[config.mk]
export PLATFORM = sky130hd
export DESIGN_NAME = vga_text_ctrl_flat
export DESIGN_NICKNAME = d
export VERILOG_FILES = /design/src/rtl/vga_text_ctrl_if.sv /design/src/rtl/vga_text_ctrl.sv /design/src/flat_wrapper.sv
export SDC_FILE = /design/constraint.sdc
export NUM_CORES = 1
export LEC_CHECK = 0
export ABC_AREA = 1
export BUFFER_PORTS_ARGS = -buffer_cell sky130_fd_sc_hd__buf_2
export CORE_UTILIZATION = 40
export CTS_CLUSTER_DIAMETER = 100
export DETAILED_ROUTE_END_ITERATION = 8
export SYNTH_ARGS = -nofsm -noshare
export SYNTH_HDL_FRONTEND = slang
export SYNTH_SLANG_ARGS = --single-unit
export TNS_END_PERCENT = 10
[constraint.sdc]
create_clock -name clk -period 5.09 [get_ports clk]
set_input_delay 0 -clock clk [delete_from_list [all_inputs] [get_ports clk]]
set_output_delay 0 -clock clk [all_outputs]
set_load 0.02 [all_outputs]
[src/rtl/vga_text_ctrl_if.sv]
// Memory-side bus of the text controller: text RAM read port and font ROM
// read port. The controller is the master; the memories answer on the slave side.
interface vga_text_ctrl_if;
  logic [10:0] txt_addr;
  logic [7:0]  txt_rdata;
  logic [10:0] rom_addr;
  logic [6:0]  rom_font_type;
  logic        rom_rdata;

  modport master (
    output txt_addr, rom_addr, rom_font_type,
    input  txt_rdata, rom_rdata
  );

  modport slave (
    input  txt_addr, rom_addr, rom_font_type,
    output txt_rdata, rom_rdata
  );
endinterface

[src/rtl/vga_text_ctrl.sv]
// VGA text-mode controller: 40x30 grid of 16x16 character cells, blinking
// block cursor, 3-stage pipeline (counters -> text fetch -> glyph fetch ->
// output). Memory read data is expected by the pix_ce edge following the
// address change. Counters are 10 bits wide, which covers the default timing.
module vga_text_ctrl #(
  parameter int H_ACTIVE     = 640,
  parameter int H_FP         = 16,
  parameter int H_SYNC       = 96,
  parameter int H_BP         = 48,
  parameter int V_ACTIVE     = 480,
  parameter int V_FP         = 10,
  parameter int V_SYNC       = 2,
  parameter int V_BP         = 33,
  parameter int BLINK_FRAMES = 32
) (
  input  logic                   clk,
  input  logic                   rst,
  input  logic                   pix_ce,
  input  logic [11:0]            fg_color,
  input  logic [11:0]            bg_color,
  input  logic                   cursor_en,
  input  logic [5:0]             cursor_col,
  input  logic [4:0]             cursor_row,
  vga_text_ctrl_if.master        mem,
  output logic                   vga_hs,
  output logic                   vga_vs,
  output logic [11:0]            vga_rgb,
  output logic                   frame_start
);

  localparam int H_TOTAL = H_ACTIVE + H_FP + H_SYNC + H_BP;
  localparam int V_TOTAL = V_ACTIVE + V_FP + V_SYNC + V_BP;
  localparam int BW      = (BLINK_FRAMES > 1) ? $clog2(BLINK_FRAMES) : 1;

  localparam logic [9:0]    H_LAST     = 10'(H_TOTAL - 1);
  localparam logic [9:0]    V_LAST     = 10'(V_TOTAL - 1);
  localparam logic [9:0]    H_ACT      = 10'(H_ACTIVE);
  localparam logic [9:0]    V_ACT      = 10'(V_ACTIVE);
  localparam logic [9:0]    HS_BEG     = 10'(H_ACTIVE + H_FP);
  localparam logic [9:0]    HS_END     = 10'(H_ACTIVE + H_FP + H_SYNC);
  localparam logic [9:0]    VS_BEG     = 10'(V_ACTIVE + V_FP);
  localparam logic [9:0]    VS_END     = 10'(V_ACTIVE + V_FP + V_SYNC);
  localparam logic [BW-1:0] BLINK_LAST = BW'(BLINK_FRAMES - 1);

  // stage 0: counters and derived flags
  logic [9:0]    h_cnt, v_cnt, h_nxt, v_nxt;
  logic          h_wrap, v_wrap;
  logic          act0, hs0, vs0, hit0;
  logic [10:0]   addr_nxt;
  logic [BW-1:0] blink_cnt;
  logic          blink_on;

  // stage 1: text data captured
  logic [7:0]    s1_char;
  logic [3:0]    s1_row, s1_col;
  logic          s1_act, s1_hs, s1_vs, s1_hit;

  // stage 2: glyph pixel captured
  logic          s2_pix, s2_act, s2_hs, s2_vs, s2_hit;
  logic          pix3;

  // Next counter values, sync/active flags and cursor match for the current pixel
  always_comb begin
    h_wrap = (h_cnt == H_LAST);
    v_wrap = (v_cnt == V_LAST);
    h_nxt  = h_wrap ? '0 : h_cnt + 10'd1;
    v_nxt  = v_cnt;
    if (h_wrap) begin
      v_nxt = v_wrap ? '0 : v_cnt + 10'd1;
    end
    act0 = (h_cnt < H_ACT) && (v_cnt < V_ACT);
    hs0  = (h_cnt >= HS_BEG) && (h_cnt < HS_END);
    vs0  = (v_cnt >= VS_BEG) && (v_cnt < VS_END);
    hit0 = (h_cnt[9:4] == cursor_col) && (v_cnt[8:4] == cursor_row);
    // Text address is registered together with the counters, so it is
    // computed from the next counter values and always matches h_cnt/v_cnt.
    addr_nxt = 11'(v_nxt[8:4]) * 11'd40 + 11'(h_nxt[9:4]);
  end

  // Pixel/line counters, text address, frame pulse and blink timer
  always_ff @(posedge clk) begin
    if (rst) begin
      h_cnt        <= '0;
      v_cnt        <= '0;
      mem.txt_addr <= '0;
      frame_start  <= 1'b0;
      blink_cnt    <= '0;
      blink_on     <= 1'b1;
    end else begin
      frame_start <= 1'b0;
      if (pix_ce) begin
        h_cnt        <= h_nxt;
        v_cnt        <= v_nxt;
        mem.txt_addr <= addr_nxt;
        if (h_wrap && v_wrap) begin
          frame_start <= 1'b1;
          if (blink_cnt == BLINK_LAST) begin
            blink_cnt <= '0;
            blink_on  <= ~blink_on;
          end else begin
            blink_cnt <= blink_cnt + BW'(1);
          end
        end
      end
    end
  end

  // Stage 1: capture character code alongside the pixel's control bits
  always_ff @(posedge clk) begin
    if (rst) begin
      s1_char <= '0;
      s1_row  <= '0;
      s1_col  <= '0;
      s1_act  <= 1'b0;
      s1_hs   <= 1'b0;
      s1_vs   <= 1'b0;
      s1_hit  <= 1'b0;
    end else if (pix_ce) begin
      s1_char <= mem.txt_rdata;
      s1_row  <= v_cnt[3:0];
      s1_col  <= h_cnt[3:0];
      s1_act  <= act0;
      s1_hs   <= hs0;
      s1_vs   <= vs0;
      s1_hit  <= hit0;
    end
  end

  // Glyph lookup: printable ASCII maps to glyph index char-0x20, anything else to blank
  always_comb begin
    mem.rom_font_type = '0;
    if (!s1_char[7] && (s1_char[6:5] != 2'b00)) begin
      mem.rom_font_type = s1_char[6:0] - 7'h20;
    end
    mem.rom_addr = {3'b000, s1_row, s1_col};
  end

  // Stage 2: capture glyph pixel and carry control bits
  always_ff @(posedge clk) begin
    if (rst) begin
      s2_pix <= 1'b0;
      s2_act <= 1'b0;
      s2_hs  <= 1'b0;
      s2_vs  <= 1'b0;
      s2_hit <= 1'b0;
    end else if (pix_ce) begin
      s2_pix <= mem.rom_rdata;
      s2_act <= s1_act;
      s2_hs  <= s1_hs;
      s2_vs  <= s1_vs;
      s2_hit <= s1_hit;
    end
  end

  assign pix3 = s2_pix ^ (s2_hit && cursor_en && blink_on);

  // Stage 3: registered colour and active-low syncs
  always_ff @(posedge clk) begin
    if (rst) begin
      vga_rgb <= '0;
      vga_hs  <= 1'b1;
      vga_vs  <= 1'b1;
    end else if (pix_ce) begin
      vga_rgb <= s2_act ? (pix3 ? fg_color : bg_color) : '0;
      vga_hs  <= ~s2_hs;
      vga_vs  <= ~s2_vs;
    end
  end

endmodule

[src/flat_wrapper.sv]
// flat-port wrapper written by rule: the top's interface ports become plain ports
module vga_text_ctrl_flat 
#(
  parameter int H_ACTIVE     = 640,
  parameter int H_FP         = 16,
  parameter int H_SYNC       = 96,
  parameter int H_BP         = 48,
  parameter int V_ACTIVE     = 480,
  parameter int V_FP         = 10,
  parameter int V_SYNC       = 2,
  parameter int V_BP         = 33,
  parameter int BLINK_FRAMES = 32
)
  (clk, rst, pix_ce, fg_color, bg_color, cursor_en, cursor_col, cursor_row, vga_hs, vga_vs, vga_rgb, frame_start, mem_txt_addr, mem_rom_addr, mem_rom_font_type, mem_txt_rdata, mem_rom_rdata);
  vga_text_ctrl_if mem_i ();
  input  logic clk;
  input  logic rst;
  input  logic pix_ce;
  input  logic [11:0] fg_color;
  input  logic [11:0] bg_color;
  input  logic cursor_en;
  input  logic [5:0] cursor_col;
  input  logic [4:0] cursor_row;
  output logic vga_hs;
  output logic vga_vs;
  output logic [11:0] vga_rgb;
  output logic frame_start;
  output wire logic [$bits(mem_i.txt_addr)-1:0] mem_txt_addr;
  output wire logic [$bits(mem_i.rom_addr)-1:0] mem_rom_addr;
  output wire logic [$bits(mem_i.rom_font_type)-1:0] mem_rom_font_type;
  input wire logic [$bits(mem_i.txt_rdata)-1:0] mem_txt_rdata;
  input wire logic [$bits(mem_i.rom_rdata)-1:0] mem_rom_rdata;
  assign mem_txt_addr = mem_i.txt_addr;
  assign mem_rom_addr = mem_i.rom_addr;
  assign mem_rom_font_type = mem_i.rom_font_type;
  assign mem_i.txt_rdata = mem_txt_rdata;
  assign mem_i.rom_rdata = mem_rom_rdata;
  vga_text_ctrl #(.H_ACTIVE(H_ACTIVE), .H_FP(H_FP), .H_SYNC(H_SYNC), .H_BP(H_BP), .V_ACTIVE(V_ACTIVE), .V_FP(V_FP), .V_SYNC(V_SYNC), .V_BP(V_BP), .BLINK_FRAMES(BLINK_FRAMES)) u_core (.clk(clk), .rst(rst), .pix_ce(pix_ce), .fg_color(fg_color), .bg_color(bg_color), .cursor_en(cursor_en), .cursor_col(cursor_col), .cursor_row(cursor_row), .mem(mem_i), .vga_hs(vga_hs), .vga_vs(vga_vs), .vga_rgb(vga_rgb), .frame_start(frame_start));
endmodule
==> After elaboration in Yosys (flattened, before gate mapping) <==
Cells that the tools add are included.
{ "totals": {"ff_bits": 77, "output_inout_bits": 44} }
{ "op_classes": {"n_addsub": 5, "n_mul": 1, "n_lt_le_gt_ge": 6, "n_eq_ne": 5, "n_mux": 8, "bitwise": 5, "n_reduce_logical": 14} }
{ "ops": {"columns": ["operator", "count"], "rows": [
  ["12-bit two-way mux", 2],
  ["10-bit by 1-bit adder with 10-bit output (second input constant)", 2],
  ["10-bit equality test (second input constant)", 2],
  ["10-bit < comparator (second input constant)", 2],
  ["10-bit by 9-bit < comparator with 1-bit output (second input constant)", 2],
  ["10-bit two-way mux", 2],
  ["11-bit by 6-bit adder with 11-bit output", 1],
  ["10-bit >= comparator (second input constant)", 1],
  ["10-bit by 9-bit >= comparator with 1-bit output (second input constant)", 1],
  ["9-bit two-way mux", 1],
  ["1-bit logical AND", 8],
  ["5-bit by 3-bit multiplier with 8-bit output (second input constant)", 1],
  ["7-bit two-way mux", 1],
  ["7-bit by 6-bit subtractor with 7-bit output (second input constant)", 1],
  ["6-bit equality test", 1],
  ["5-bit by 1-bit adder with 5-bit output (second input constant)", 1],
  ["5-bit equality test", 1],
  ["5-bit equality test (second input constant)", 1],
  ["5-bit two-way mux", 1],
  ["1-bit inverter", 4],
  ["2-bit AND reduction", 2],
  ["3-bit AND reduction", 1],
  ["2-bit nonzero test", 1],
  ["2-bit OR reduction", 1],
  ["3 further kinds", 3]
]} }

==> Depth between registers and ports, before layout <==
Gate-level depths: netlist (run 1).
{ "depth": {"depth_word": 5, "ltp_mapped": 21, "depth_no_buf": 21} }

==> Worst setup path after synthesis (run 1) <==
OpenSTA, ideal clock, no wires.
{ "synth_path": {"path_type": "register -> register", "startpoint": "reg u_core.h_cnt[0]", "endpoint": "reg u_core.mem.txt_addr[8]", "arrival_ps": 2766, "required_time_ps": 4981, "setup_slack_ps": 2215, "stages_incl_launch_ff": 17, "synth_period_minus_slack_ps": 2875, "path_cell_list": "dfxtp_1 ha_1 nand3_2 inv_2 nand4_4 nor4_4 xor2_2 xor2_1 ha_1 inv_1 fa_1 nor3_1 inv_1 nand3_1 nand3_1 nand2_1 inv_1"} }
{ "synth_via": {"elab_chain_cells": 4, "elab_cells_between_ends": 6} }
{ "synth_rtl": {"columns": ["item", "line", "rtl"], "rows": [
  ["start, declared", "vga_text_ctrl.sv:46", "logic [9:0] h_cnt, v_cnt, h_nxt, v_nxt;"],
  ["start signal, assigned", "vga_text_ctrl.sv:92", "h_cnt <= h_nxt;"],
  ["10-bit equality test", "vga_text_ctrl.sv:64", "h_wrap = (h_cnt == H_LAST);"],
  ["9-bit two-way mux", "vga_text_ctrl.sv:68", "if (h_wrap) begin"],
  ["5-bit by 3-bit multiplier with 8-bit output", "vga_text_ctrl.sv:77", "addr_nxt = 11'(v_nxt[8:4]) * 11'd40 + 11'(h_nxt[9:4]);"],
  ["11-bit by 6-bit adder with 11-bit output (*)", "vga_text_ctrl.sv:77", null],
  ["end signal, assigned", "vga_text_ctrl.sv:94", "mem.txt_addr <= addr_nxt;"],
  ["end, declared", "vga_text_ctrl_if.sv:11", "output txt_addr, rom_addr, rom_font_type,"]
]} }
Every way passes the cells marked *; elsewhere a longest branch is shown, timed or not.
A chain may end at the register's enable or synchronous reset.

==> Worst setup path after layout (run 1) <==
{ "layout_path": {"startpoint": "reg u_core.h_cnt[1]", "endpoint": "reg u_core.mem.txt_addr[10]"} }
The elaborated chain is that of the path after synthesis.

==> results of run 1 <==
==> cells in the final DEF, fill, tap and decap left out, types with 3 or more instances in the layout <==
cell / n
inv_1: 62
a211oi_1: 3
o21ai_0: 58
conb_1: 3
inv_2: 3
nor3_1: 12
inv_6: 3
dlygate4sd3_1: 21
ha_1: 14
buf_4: 3
nor3b_1: 3
nor2_1: 64
nand4_1: 7
bufinv_16: 3
buf_2: 88
nor4_1: 3
o21bai_1: 12
nand2_1: 86
dfxtp_1: 74
nand3_2: 4
nand3_1: 19
a2111oi_0: 3
a21oi_1: 46
clkbuf_8: 9
xor2_1: 10
==> power by group through the flow <==
stage                     Clock (mW)  Combinational, mW  Sequential [mW]
final                          0.576              0.187            0.619
after detailed placement           0              0.175            0.632
after floorplan                    0              0.106            0.642
after global routing           0.612              0.212            0.622
after CTS                      0.587              0.189            0.619
after global placement             0              0.173            0.631
==> worst max path at each step <==
stage / to / slack (ns) / cells past startpoint
after floorplan: u_core.mem.txt_addr[8]$_SDFFE_PP0P_ / 2.21 / 16
after global placement: u_core.mem.txt_addr[8]$_SDFFE_PP0P_ / 1.99 / 16
after detailed placement: u_core.mem.txt_addr[8]$_SDFFE_PP0P_ / 1.89 / 16
after CTS: u_core.mem.txt_addr[10]$_SDFFE_PP0P_ / 1.84 / 17
after global routing: u_core.mem.txt_addr[8]$_SDFFE_PP0P_ / 1.46 / 19
final: u_core.mem.txt_addr[10]$_SDFFE_PP0P_ / 1.87 / 17
==> sequential cells by signal (all words and copies together) (netlist names) <==
signal / count
u_core.s1_char: 8
u_core.s1_col: 4
u_core.s1_hit: 1
u_core.vga_vs: 1
u_core.s1_act: 1
u_core.s2_act: 1
u_core.s1_vs: 1
u_core.vga_hs: 1
u_core.blink_cnt: 5
u_core.s1_row: 4
u_core.h_cnt: 10
u_core.s1_hs: 1
u_core.blink_on: 1
u_core.vga_rgb: 12
u_core.frame_start: 1
u_core.s2_vs: 1
u_core.s2_hit: 1
u_core.s2_pix: 1
u_core.mem.txt_addr: 8
u_core.s2_hs: 1
u_core.v_cnt: 10
==> per-stage QoR <==
stage | std cells | utilization | power [mW] | setup slack [ns] | instance area, sq um
after floorplan | 536 | - | 0.748 | 2.21 | 3850
after global placement | 728 | 0.468 | 0.804 | 1.99 | 4350
after detailed placement | 728 | 0.468 | 0.807 | 1.89 | 4350
after CTS | 765 | 0.518 | 1.39 | 1.84 | 4810
after global routing | 765 | 0.518 | 1.45 | 1.46 | 4810
final | 765 | 0.518 | 1.38 | 1.87 | 4810
==> cell families after synthesis <==
group           Yosys count  synth area share
flops                    74             0.385
fa+ha+maj                16            0.0560
simple gates            205             0.241
xor+xnor                 13            0.0316
buf+inv                  95            0.0989
other cells               1          0.000975
compound gates          130             0.186
==> routing by layer <==
layer  part of all wire  up-vias
li1                   -     1929
met1               0.46     1720
met2               0.49       64
met3              0.035       17
met4              0.017        0
met5                  0        -
==> critical path, delay by kind of cell, from the launching register on <==
kind | cells | cell delay (ns)
buffers and inverters | 4 | 0.26
XOR/XNOR | 2 | 0.51
adder cells (fa/ha/maj) | 3 | 0.91
flip-flops | 1 | 0.41
AND/OR/NAND/NOR | 8 | 1.05
==> layout make-up <==
class / instances / area (sq um) / share of cell area
Clock inverter: 7 / 124 / 0.0258
Multi-Input combinational cell: 367 / 1990 / 0.414
Inverter: 67 / 251 / 0.0523
Sequential cell: 74 / 1480 / 0.308
Clock buffer: 9 / 124 / 0.0258
Tap cell: 129 / 161 / 0.0336
Timing Repair Buffer: 112 / 673 / 0.140
==> timing repair <==
action / 4_1_cts / 5_1_grt
resized for setup: 0 / 0
hold endpoints to repair: 21 / 0
hold buffers: 21 / 0
==> impl_metrics.json, run 1 <==
{
  "outcome": "completed",
  "yosys_warnings": 0,
  "io_buffers": 88,
  "die_h_microns": 100,
  "yosysMostFrequentCell": "nand2_1",
  "ys_types": 39,
  "wl_microns": 9850,
  "grt_pass1_vias": 3589,
  "tns_ns": 0,
  "clk_path_buf_depth": 2,
  "clock_skew_ns": 0.00833,
  "synth_top_area_frac": 0.385,
  "synth_edf_count": 0,
  "globalplace.congestion": 0.826,
  "clock-root-buffer": "clkbuf_8",
  "combPwrFrac": 0.135,
  "dr_total_vias": 3730,
  "r2r_slack_ns": 1.87,
  "drc": 0,
  "worstMarginPinSlew_ns": 0.624,
  "timing.critical_path.cells": "ha_1 > nand3_2 > inv_2 > nand4_4 > nor4_4 > xor2_2 > xor2_1 > ha_1 > inv_1 > fa_1 > nor3_1 > inv_1 > nor2_1 > nand2_1 > nand3_1 > nand2_1 > inv_1",
  "use_met2": 0.365,
  "min_path_type": "primary input to flip-flop",
  "max-cap-violations": 0,
  "synth_area_sq_mm": 0.00385,
  "grt_max_degree": 58,
  "fmax_mhz": 311,
  "cts_setup_buffers": 0,
  "holdPathEnd": "u_core.s1_hit$_SDFFE_PP0P_",
  "ys_ff_latch": 74,
  "holdPathStages": 4,
  "r2r_end": "u_core.mem.txt_addr[10]$_SDFFE_PP0P_",
  "r2r_cells": 17,
  "p_int_mw": 1.01,
  "initial_core_util": 0.414,
  "critPathSlowestCell": "fa_1",
  "rows": 35,
  "switching_share": 0.272,
  "drive_above_1_share": 0.192,
  "via_per_inst": 4.88,
  "wl_per_cell_microns": 12.9,
  "max_slew_margin": 0.584,
  "synthArstFlopShare": 0,
  "ant_nets": 0,
  "postSynthAreaPerCell_sq_um": 7.20,
  "startpoint_type": "flip-flop",
  "insertion_delay_ns": 0.36,
  "die_x_microns": 100,
  "cts_buffers": 9,
  "fin_nets": 695,
  "cpPeakStageDelay_ns": 0.49,
  "setup_viol": 0,
  "syn_to_final_growth_pct": 25.0,
  "synth.yosys.seq_area_share": 0.385,
  "ys.flop_type": "dfxtp_1",
  "seqPwrFrac": 0.448,
  "hold_violations": 0,
  "coreArea_sq_mm": 0.00928,
  "cp-end-kind": "flip-flop",
  "fill_cells": 920,
  "yosysTopAreaCell": "dfxtp_1",
  "antenna_cells": 0,
  "cts.sink_count": 74,
  "netSwitchingPower_mw": 0.376,
  "track_usage": 0.209,
  "synth_cells": 534,
  "die_area_sq_mm": 0.0100,
  "io_pins": 92,
  "use_met1": 0.255,
  "hold_slack_ns": 0.0386,
  "grt_pass1_wl_microns": 16600,
  "maxSlewViolCount": 0,
  "worstPathMaxFanout": 9,
  "peakVddDrop_uv": 144,
  "htree_levels": 3,
  "worstSetupStartpoint": "u_core.h_cnt[1]$_SDFFE_PP0P_",
  "synth_area_leaders": "dfxtp_1 39%, nand2_1 8.4%, o21ai_0 7.5%, nor2_1 6.2%, inv_1 6.1%",
  "finalCritPeriodShare": 0.632,
  "antenna_found_initial": 0,
  "use_met3": 0.0453,
  "rsz0062_at_grt": "no",
  "crit_required_ns": 5.40,
  "regToRegStartpoint": "u_core.h_cnt[1]$_SDFFE_PP0P_",
  "path_common_cell": "inv_1",
  "hp-start": "cursor_row[1]",
  "drtIter0Drc": 116,
  "tritoncts": "built",
  "grt-busiest-layer": "met2",
  "powerDensity_mw_per_mm2": 288,
  "fin_crit_ns": 3.22,
  "drt-pass1-iter-count": 5,
  "place_hpwl_microns": 6850,
  "leakage_nw": 2.16,
  "grt.overflow.total": 0,
  "clk_pin_slew_ns": 0.08,
  "synthTopCellsByCount": "86 x nand2_1, 74 x dfxtp_1, 64 x nor2_1, 62 x inv_1, 58 x o21ai_0",
  "p_clk_frac": 0.417,
  "criticalPathCategory": "flip-flop to flip-flop",
  "arrival_ns": 3.53
}
(Power assumes the default switching activity.)
==> inputs of run 2 (changes only) <==
clock period = 2.9 ns   (was 5.09 ns; I/O delays follow)
==> run 2 against run 1 <==
Net effect: flip-flop and latch count unchanged; cell count rose by 3.0%; clock skew is 0.0051 ns higher; routed wire length grew 5.7%; clock power increased by 31%; hold slack better by 0.011 ns; register-to-register slack worse by 1.8 ns; critical path type unchanged; largest cell class unchanged.
==> impl_metrics.json, run 2 (synthesis gave the netlist of run 1 again) <==
{
  "final_cells": 788,
  "syn_to_final_growth_pct": 31.0,
  "drt-pass1-iter-count": 4,
  "fmax_mhz": 353,
  "switching_share": 0.307,
  "via_per_inst": 4.90,
  "grt_pass1_wl_microns": 17100,
  "netSwitchingPower_mw": 0.677,
  "rows": 35,
  "drive_above_1_share": 0.256,
  "dr_wl_met3_microns": 322,
  "fin_nets": 718,
  "worstPathMaxFanout": 7,
  "clk_path_buf_depth": 2,
  "cts.sink_count": 74,
  "coreArea_sq_mm": 0.00928,
  "io_buffers": 88,
  "htree_levels": 3,
  "final_core_util": 0.543,
  "drtIter0Drc": 138,
  "dp.cells": 744,
  "die_area_sq_mm": 0.0100,
  "grt.overflow.total": 0,
  "wl_met2_microns": 5250,
  "powerDensity_mw_per_mm2": 438,
  "fill_cells": 919,
  "startpoint_type": "flip-flop",
  "wl_per_cell_microns": 13.2,
  "top_register": "u_core.vga_rgb",
  "reg_top3": "u_core.vga_rgb x12, u_core.h_cnt x10, u_core.v_cnt x10",
  "die_h_microns": 100,
  "worstSetupStartpoint": "u_core.h_cnt[0]$_SDFFE_PP0P_",
  "die_x_microns": 100,
  "seqPwrFrac": 0.491,
  "antenna_cells": 0,
  "outcome": "completed",
  "initial_core_util": 0.414,
  "dr_total_vias": 3865,
  "highest_layer": "met4",
  "max-cap-violations": 0,
  "worstMarginPinSlew_ns": 0.644,
  "criticalPathCategory": "flip-flop to flip-flop",
  "clock-root-buffer": "clkbuf_8",
  "power_mw": 2.21,
  "insertion_delay_ns": 0.35,
  "track_usage": 0.216,
  "drt-met1-wl_microns": 4690,
  "cp-end-kind": "flip-flop",
  "max_slew_margin": 0.570,
  "io_pins": 92,
  "regToRegStartpoint": "u_core.h_cnt[0]$_SDFFE_PP0P_",
  "p_int_mw": 1.53,
  "globalplace.congestion": 0.869,
  "clock_skew_ns": 0.0134,
  "drc": 0,
  "most-common-layout-cells": "88 x buf_2, 85 x nand2_1, 70 x dfxtp_1",
  "finalCritPeriodShare": 0.977,
  "wl_microns": 10400,
  "fin_crit_ns": 2.83,
  "p_clk_frac": 0.341,
  "clk_pin_slew_ns": 0.09,
  "tns_ns": 0,
  "maxSlewViolCount": 0,
  "leakage_nw": 2.25,
  "crit_required_ns": 3.15,
  "place_hpwl_microns": 7160,
  "setup_viol": 0,
  "grt_max_degree": 57,
  "arrival_ns": 3.08,
  "hp-start": "cursor_row[1]",
  "cts_buffers": 9,
  "grt_pass1_vias": 3732,
  "r2r_slack_ns": 0.07,
  "ant_nets": 0,
  "final_common_cell": "buf_2",
  "rsz0062_at_grt": "yes",
  "hold_violations": 0,
  "peakVddDrop_uv": 257,
  "tritoncts": "built",
  "min_path_type": "primary input to flip-flop",
  "combPwrFrac": 0.168,
  "largest_reg_flops": 12,
  "antenna_found_initial": 0
}
-- run 2: cell count changes in the layout (fill, tap and decap cells not counted), moves of 3 or more --
cell,delta
ha_4,+4
o21ai_1,+3
ha_1,-4
nor2_1,-3
o21ai_0,-5
bufinv_16,-3
inv_2,+3
buf_4,+22
nor2_2,+3
dfxtp_2,+4
inv_1,-3
dfxtp_1,-4
-- run 2: path summary, 6_finish.rpt --
path	to	depth (start not counted)
worst max-delay path	u_core.mem.txt_addr[9]$_SDFFE_PP0P_	16
worst min-delay path	u_core.s1_hit$_SDFFE_PP0P_	4
worst max register to register	u_core.mem.txt_addr[9]$_SDFFE_PP0P_	16
worst min register to register	u_core.vga_hs$_SDFFE_PP1P_	1
-- run 2: layout make-up --
class / count / area, sq um / share of cell area
Multi-Input combinational cell: 367 / 2100 / 0.418
Sequential cell: 74 / 1490 / 0.295
Timing Repair Buffer: 135 / 850 / 0.169
Inverter: 67 / 251 / 0.0499
Tap cell: 129 / 161 / 0.0320
Clock buffer: 9 / 124 / 0.0246
Clock inverter: 7 / 60.1 / 0.0119
-- run 2: power groups by stage --
stage	registers [mW]	logic [mW]	clock network (mW)
floorplan	1.13	0.186	0
global placement	1.11	0.320	0
detailed placement	1.11	0.324	0
CTS	1.08	0.353	0.781
global route	1.09	0.413	0.822
finish	1.08	0.370	0.753
-- run 2: metrics by stage --
step	hold WS [ns]	instance area, sq um	setup WS (ns)
detailed placement	0.244	4470	-0.164
finish	0.0493	5040	0.0659
floorplan	0.0910	3850	0.0248
global placement	0.239	4470	-0.00914
CTS	0.0264	4940	0.00257
global route	0.0317	5040	-0.0960
-- run 2: repair_timing --
| action | in CTS | in global routing |
|---|---|---|
| resized for setup | 13 | 22 |
| pin swaps | 7 | 14 |
| hold buffers | 21 | 0 |
| gates cloned | 0 | 0 |
| setup buffers | 5 | 2 |
| setup endpoints to repair | 4 | 4 |
| endpoints found under the hold margin | 21 | 0 |
-- run 2: layer usage --
layer | up-vias | GRT usage
met4 | 0 | 0.0658
met5 | - | 0
met3 | 12 | 0.0411
met1 | 1791 | 0.261
met2 | 82 | 0.388
li1 | 1980 | -
-- run 2: critical path: stages, from the launching register on --
cell and delay (ns):
dfxtp_2 0.36, ha_4 0.15, buf_6 0.09, nand4_1 0.17
nor2_4 0.25, nand4_1 0.14, and3_4 0.23, ha_4 0.16
ha_4 0.15, inv_2 0.05, fa_2 0.47, nor2_2 0.14
nand3_2 0.09, nand2_1 0.06, nand2_1 0.05, nor2_1 0.12
nor2_1 0.04
